$ cat src/rtl/mem_access_unit_pkg.sv
// mem_access_unit_pkg
//   Shared definitions for the memory access unit: RISC-V load/store
//   opcodes, func3 access-size encodings and the control FSM state type.
package mem_access_unit_pkg;

    localparam logic [6:0] OPC_LOAD  = 7'h03;
    localparam logic [6:0] OPC_STORE = 7'h23;

    // func3[1:0] access size; func3[2] selects zero-extension on loads
    localparam logic [1:0] SZ_BYTE = 2'b00;
    localparam logic [1:0] SZ_HALF = 2'b01;
    localparam logic [1:0] SZ_WORD = 2'b10;
    localparam int unsigned F3_UNSIGNED_BIT = 2;

    typedef enum logic [1:0] {
        ST_IDLE,
        ST_REQ,
        ST_RESP,
        ST_DONE
    } state_t;

endpackage

$ cat src/rtl/mem_access_unit_store_aligner.sv
// store_aligner
//   Combinational byte-lane mapper for one memory-stage access.
//   Ports:
//     i_size        access size, func3[1:0]
//     i_addr_lo     byte offset within the word, addr[1:0]
//     i_wdata       store source data, byte 0 in [7:0]
//     o_we          byte write enables for a store at this offset
//     o_wdata       source byte/half replicated into every lane
//     o_misaligned  half not on a 2-byte boundary or word not on a 4-byte one
import mem_access_unit_pkg::*;

module store_aligner (
    input  logic [1:0]  i_size,
    input  logic [1:0]  i_addr_lo,
    input  logic [31:0] i_wdata,
    output logic [3:0]  o_we,
    output logic [31:0] o_wdata,
    output logic        o_misaligned
);

    always_comb begin
        o_we         = '0;
        o_wdata      = '0;
        o_misaligned = 1'b0;
        case (i_size)
            SZ_BYTE: begin
                o_we    = 4'b0001 << i_addr_lo;
                o_wdata = {4{i_wdata[7:0]}};
            end
            SZ_HALF: begin
                o_we         = i_addr_lo[1] ? 4'b1100 : 4'b0011;
                o_wdata      = {2{i_wdata[15:0]}};
                o_misaligned = i_addr_lo[0];
            end
            // Word, and the unused 2'b11 encoding, are handled as full words
            default: begin
                o_we         = 4'b1111;
                o_wdata      = i_wdata;
                o_misaligned = |i_addr_lo;
            end
        endcase
    end

endmodule

$ cat src/rtl/mem_access_unit.sv
// mem_access_unit
//   Memory-stage controller: accepts one load/store at a time from the
//   pipeline, issues a single word-aligned memory request, waits (bounded by
//   TIMEOUT_CYCLES) for a load response and reports completion with a
//   one-cycle done pulse carrying the raw word and the captured op.
//   Ports:
//     clk, rst_n            clock, asynchronous active-low reset
//     op_valid/op_ready     operation handshake (ready only in IDLE)
//     op_inst/addr/wdata    instruction, byte address, store data
//     mem_req_*             memory request (valid held until ready)
//     mem_resp_valid/rdata  load response, honoured only in RESP
//     done_*                completion pulse, raw read word, captured op,
//                           misaligned/timeout error flags
import mem_access_unit_pkg::*;

module mem_access_unit #(
    parameter int unsigned TIMEOUT_CYCLES = 255
) (
    input  logic        clk,
    input  logic        rst_n,
    input  logic        op_valid,
    output logic        op_ready,
    input  logic [31:0] op_inst,
    input  logic [31:0] op_addr,
    input  logic [31:0] op_wdata,
    output logic        mem_req_valid,
    input  logic        mem_req_ready,
    output logic [31:0] mem_req_addr,
    output logic [3:0]  mem_req_we,
    output logic [31:0] mem_req_wdata,
    input  logic        mem_resp_valid,
    input  logic [31:0] mem_resp_rdata,
    output logic        done_valid,
    output logic [31:0] done_rdata,
    output logic [31:0] done_inst,
    output logic [31:0] done_addr,
    output logic        done_misaligned,
    output logic        done_timeout
);

    localparam logic [15:0] TO_LAST = 16'(TIMEOUT_CYCLES - 1);

    state_t      r_state;
    state_t      w_next;

    logic [31:0] r_inst;
    logic [31:0] r_addr;
    logic [31:0] r_wdata;
    logic [31:0] r_rdata;
    logic [3:0]  r_we;
    logic        r_mis;
    logic        r_to;
    logic [15:0] r_cnt;

    logic        w_accept;
    logic        w_is_load;
    logic        w_is_store;
    logic        w_is_mem;
    logic        w_r_is_store;
    logic        w_expired;
    logic [3:0]  w_we;
    logic [31:0] w_lane;
    logic        w_mis;

    store_aligner u_aligner (
        .i_size       (op_inst[13:12]),
        .i_addr_lo    (op_addr[1:0]),
        .i_wdata      (op_wdata),
        .o_we         (w_we),
        .o_wdata      (w_lane),
        .o_misaligned (w_mis)
    );

    assign w_is_load    = (op_inst[6:0] == OPC_LOAD);
    assign w_is_store   = (op_inst[6:0] == OPC_STORE);
    assign w_is_mem     = w_is_load || w_is_store;
    assign w_accept     = op_valid && op_ready;
    assign w_r_is_store = (r_inst[6:0] == OPC_STORE);
    assign w_expired    = (r_cnt == TO_LAST);

    // State register
    always_ff @(posedge clk or negedge rst_n) begin
        if (!rst_n) begin
            r_state <= ST_IDLE;
        end else begin
            r_state <= w_next;
        end
    end

    // Next state and control outputs; rst_n gates op_ready so the unit
    // never advertises readiness while reset is held.
    always_comb begin
        w_next          = r_state;
        op_ready        = 1'b0;
        mem_req_valid   = 1'b0;
        done_valid      = 1'b0;
        done_misaligned = 1'b0;
        done_timeout    = 1'b0;
        case (r_state)
            ST_IDLE: begin
                op_ready = rst_n;
                if (w_accept) begin
                    w_next = (w_is_mem && !w_mis) ? ST_REQ : ST_DONE;
                end
            end
            ST_REQ: begin
                mem_req_valid = 1'b1;
                if (mem_req_ready) begin
                    w_next = w_r_is_store ? ST_DONE : ST_RESP;
                end
            end
            ST_RESP: begin
                // A response on the expiry cycle takes priority over timeout
                if (mem_resp_valid || w_expired) begin
                    w_next = ST_DONE;
                end
            end
            ST_DONE: begin
                done_valid      = 1'b1;
                done_misaligned = r_mis;
                done_timeout    = r_to;
                w_next          = ST_IDLE;
            end
            default: w_next = ST_IDLE;
        endcase
    end

    // Operation capture, timeout counter and read-data register
    always_ff @(posedge clk or negedge rst_n) begin
        if (!rst_n) begin
            r_inst  <= '0;
            r_addr  <= '0;
            r_wdata <= '0;
            r_rdata <= '0;
            r_we    <= '0;
            r_mis   <= 1'b0;
            r_to    <= 1'b0;
            r_cnt   <= '0;
        end else begin
            case (r_state)
                ST_IDLE: begin
                    if (w_accept) begin
                        r_inst  <= op_inst;
                        r_addr  <= op_addr;
                        r_wdata <= w_is_store ? w_lane : '0;
                        r_we    <= (w_is_store && !w_mis) ? w_we : '0;
                        r_rdata <= '0;
                        r_mis   <= w_is_mem && w_mis;
                        r_to    <= 1'b0;
                        r_cnt   <= '0;
                    end
                end
                ST_REQ: begin
                    if (mem_req_ready && !w_r_is_store) begin
                        r_cnt <= '0;
                    end
                end
                ST_RESP: begin
                    if (mem_resp_valid) begin
                        r_rdata <= mem_resp_rdata;
                    end else if (w_expired) begin
                        r_to <= 1'b1;
                    end else begin
                        r_cnt <= r_cnt + 16'd1;
                    end
                end
                default: ;
            endcase
        end
    end

    assign mem_req_addr  = {r_addr[31:2], 2'b00};
    assign mem_req_we    = r_we;
    assign mem_req_wdata = r_wdata;
    assign done_rdata    = r_rdata;
    assign done_inst     = r_inst;
    assign done_addr     = r_addr;

endmodule

$ cat config.mk
export PLATFORM = sky130hd
export DESIGN_NAME = mem_access_unit
export DESIGN_NICKNAME = d
export VERILOG_FILES = /design/src/rtl/mem_access_unit_pkg.sv /design/src/rtl/mem_access_unit_store_aligner.sv /design/src/rtl/mem_access_unit.sv
export SDC_FILE = /design/constraint.sdc
export NUM_CORES = 1
export LEC_CHECK = 0
export CORE_MARGIN = 2
export CORE_UTILIZATION = 24
export DETAILED_ROUTE_END_ITERATION = 7
export PLACE_DENSITY = 0.53
export SLEW_MARGIN = 5
export SYNTH_ARGS = -nofsm -noshare
export SYNTH_HDL_FRONTEND = slang
export SYNTH_SLANG_ARGS = --single-unit
$ cat constraint.sdc
create_clock -name clk -period 4.5 [get_ports clk]
set_input_delay 0.675 -clock clk [delete_from_list [all_inputs] [get_ports clk]]
set_output_delay 0.675 -clock clk [all_outputs]
set_load 0.005 [all_outputs]
==> metrics.md <==
| Metric | Value |
|---|---|
| Number of synthesized register bits | `152` |
| Post-CTS Hold Buffers | `0` |
| Synth Cell Area | `6870 sq um` |
| Avg Cell Area, Syn | `9.06 sq um` |
| GRT overflow | `0` |
| Slew HR | `0.458` |
| Post-CTS Setup Inserts | `0` |
| DRT iter0 DRCs | `296` |
| Vias/cell | `4.31` |
| Max-Cap Viols | `0` |
| Total core area | `28000 sq um` |
| DP HPWL | `15.7 mm` |
| Sequential Area | `3800 sq um` |
| Worst-Skew Late Latency | `between 0.4 and 0.5 ns` |
| Crit. End Element | `output port` |
| Vias in the first global route | `5924` |
| R2R cell count | `8` |
| Crit-path leading delay family | `buffers and inverters` |
| Yosys cell types | `47` |
| Initial Util | `0.245` |
| Remaining DRCs | `0` |
| Die Area | `30000 sq um` |
| Critical path class | `flop to output port` |
| Final setup skew | `0.0145 ns` |
| M2 GR Usage | `0.237` |
| FF-to-FF Start | `r_state[0]$_DFFE_PN0P_` |
| Initial antenna violation count | `1` |
| Layout cells sized above 1 | `0.0507` |
| Diodes inserted | `0` |
| Ys Warns | `0` |
| Ports | `302` |
| Power Density | `534 nW/um^2` |
| Clock buffer count from CTS | `17` |
| GRT met1 Usage | `0.192` |
| CP Max Fanout | `5` |
| Required @ worst endpoint | `roughly 3.8 ns` |
| Clock transition at path regs | `0.07 ns` |
| Drt wl/cell | `~16 microns` |
| Cells after Synth | `758` |
| Row count | `61` |
| Slowest stage delay, CP | `0.49 ns` |
| Setup tns final | `0 ns` |
| Hold Path Class | `input pin to async pin` |
| Die width | `between 150 and 200 microns` |
| GRT busiest layer | `met2` |
| Clock sinks | `152` |
| Number of synthesized flops with an enable pin | `0` |
| Final Routed Wirelength | `22.3 mm` |
| CP max-delay cell | `clkdlybuf4s50_1` |
| CP endpoint | `op_ready` |
| Crit path launch | `r_state[0]$_DFFE_PN0P_` |
| WP depth | `4` |
| # H-tree levels | `4` |
| Nets | `1152` |
| Arr. time, crit path | `1.98 ns` |
| CTS resizes | `0` |
| Worst Path Buf+Inv | `2` |
| Crit-path cells | `inv_1, ha_1, and2_1, clkdlybuf4s50_1` |
| Hold Violations, Final | `0` |
| GRT Resource Usage Total | `0.148` |
| Pin count of the biggest net entering global routing | `66` |
| Max frequency | `0.377 GHz` |
| CTS tree | `built` |
| Final worst-path cycle share | `0.590` |
| Max clock buf depth | `2` |
| Min Tclk post-route | `roughly 2.7 ns` |
| Outcome | `finished clean` |
| Setup Viol. Count Final | `0` |
| Ys async rst share | `1.00` |
| Hold Slack | `0.236 ns` |
| VDD IR max | `0.310 mV` |
| Grt met3 use | `0.0528` |
| Antenna Nets Post-Route | `0` |
| Clock root buffer | `clkbuf_16` |
| Worst Tran Pin Value | `0.801 ns` |
| RSZ-0062 raised after global routing | `false` |
| Filler cells | `2873` |
| Buffers on Ports | `299` |
| Top_reg_cell synth | `dfrtp_1` |
| Die Y | `approximately 170 microns` |
| Slew Limit Fails | `0` |
| Sequential-to-total area share from yosys stat | `0.554` |
| Area occupied by multi-input gates | `2660 sq um` |
| First-pass GRT wire length | `35.3 mm` |
| RePlAce Congestion | `0.751` |
| Layout area overhead | `54.3%` |
| First-pass DRT Iterations | `4` |
| Worst R2R End | `done_rdata[18]$_DFFE_PN0P_` |
| Static leakage | `4.66 nW` |
| Power Total | `5.66 mW` |
| Flop2flop setup slack | `1.96 ns` |
| Startpoint types | `flop` |
| Vias post-DR | `6044` |
[layer usage]
metal  vias up  routed length, microns
li1       2966                       -
met1      2872                    9960
met2       196                   10500
met3        10                    1710
met4         0                     157
met5         -                       0
[through the flow]
stage / area, sq um / util / setup slack, ns / instances
floorplan: 6870 / - / 2.53 / 759
global placement: 10000 / 0.358 / 1.50 / 1371
detailed placement: 10000 / 0.358 / 1.48 / 1371
CTS: 10600 / 0.378 / 1.81 / 1403
global route: 10600 / 0.378 / 1.61 / 1403
finish: 10600 / 0.378 / 1.84 / 1403
[worst min-delay path by stage]
stage / slack [ns] / from / endpoint / cells past startpoint
after floorplan: 0.38 / rst_n / done_addr[0]$_DFFE_PN0P_ / 0
after global placement: 0.46 / done_inst[27]$_DFFE_PN0P_ / done_inst[27]$_DFFE_PN0P_ / 2
after detailed placement: 0.46 / done_inst[23]$_DFFE_PN0P_ / done_inst[23]$_DFFE_PN0P_ / 2
after CTS: 0.26 / rst_n / done_rdata[0]$_DFFE_PN0P_ / 1
after global routing: 0.28 / rst_n / done_rdata[0]$_DFFE_PN0P_ / 1
final: 0.24 / rst_n / done_rdata[0]$_DFFE_PN0P_ / 1
[Yosys cell counts, drive strengths merged (4+ instances only)]
cell type	n	share of area
nand2	299	0.16
dfrtp	152	0.55
o21ai	77	0.056
buf	40	0.040
clkbuf	34	0.019
mux2i	24	0.035
a21oi	17	0.012
nor2	15	0.0082
nand3	9	0.0066
o31ai	9	0.0098
a22o	8	0.010
ha	7	0.013
inv	7	0.0038
nand4	7	0.0064
a31oi	6	0.0055
and2	5	0.0046
o21a	5	0.0055
and4	4	0.0051
nand2b	4	0.0040
[sequential cells by signal (all words and copies together) (netlist names)]
name           count
mem_req_we         4
r_state            2
done_rdata        32
r_to               1
done_addr         32
r_cnt             16
done_inst         32
mem_req_wdata     32
r_mis              1
[logic make-up (layout without fill, tap and decap cells)]
kind of cell / count (synthesis) / after routing / synth area share
compound gates: 128 / 128 / 0.108
buf+inv: 81 / 347 / 0.0623
mux: 24 / 24 / 0.0350
flops: 152 / 152 / 0.554
other cells: 1 / 2 / 0.000546
fa+ha+maj: 7 / 7 / 0.0127
simple gates: 363 / 363 / 0.225
xor+xnor: 2 / 2 / 0.00255
[area by class of cell]
type | instances | share of cell area
Inverter | 7 | 0.00248
Clock inverter | 14 | 0.0131
Tap cell | 378 | 0.0446
Sequential cell | 152 | 0.359
Multi-Input combinational cell | 526 | 0.251
Clock buffer | 18 | 0.0414
Timing Repair Buffer | 308 | 0.289
[cell usage in the layout (no fill, tap or decap), types with 3 or more instances in the layout]
cell	synthesis	final
mux2i_1	24	24
clkinvlp_4	0	4
o31ai_1	9	9
and4_1	4	4
clkdlybuf4s50_1	0	298
or4_1	3	3
nand4_1	7	7
o21ai_0	70	70
buf_4	32	9
nand2b_1	3	3
nand2_1	298	298
nor2_1	15	15
o21ai_1	7	7
inv_1	7	7
a22o_1	8	8
inv_8	0	3
a21oi_1	17	17
ha_1	7	7
o21a_1	5	5
nand3_1	9	8
and2_1	5	5
dfrtp_1	152	152
a31oi_1	6	6
clkbuf_16	0	17
[power by group]
| group | internal [mW] | switching (mW) | leakage (nW) | total (mW) |
|---|---|---|---|---|
| Clock | 0.791 | 0.645 | 0.275 | 1.44 |
| Combinational | 1.23 | 0.958 | 2.38 | 2.19 |
| Sequential | 1.76 | 0.274 | 2.01 | 2.03 |
| Total | 3.78 | 1.88 | 4.66 | 5.66 |
Power figures use the tool's default switching activity.
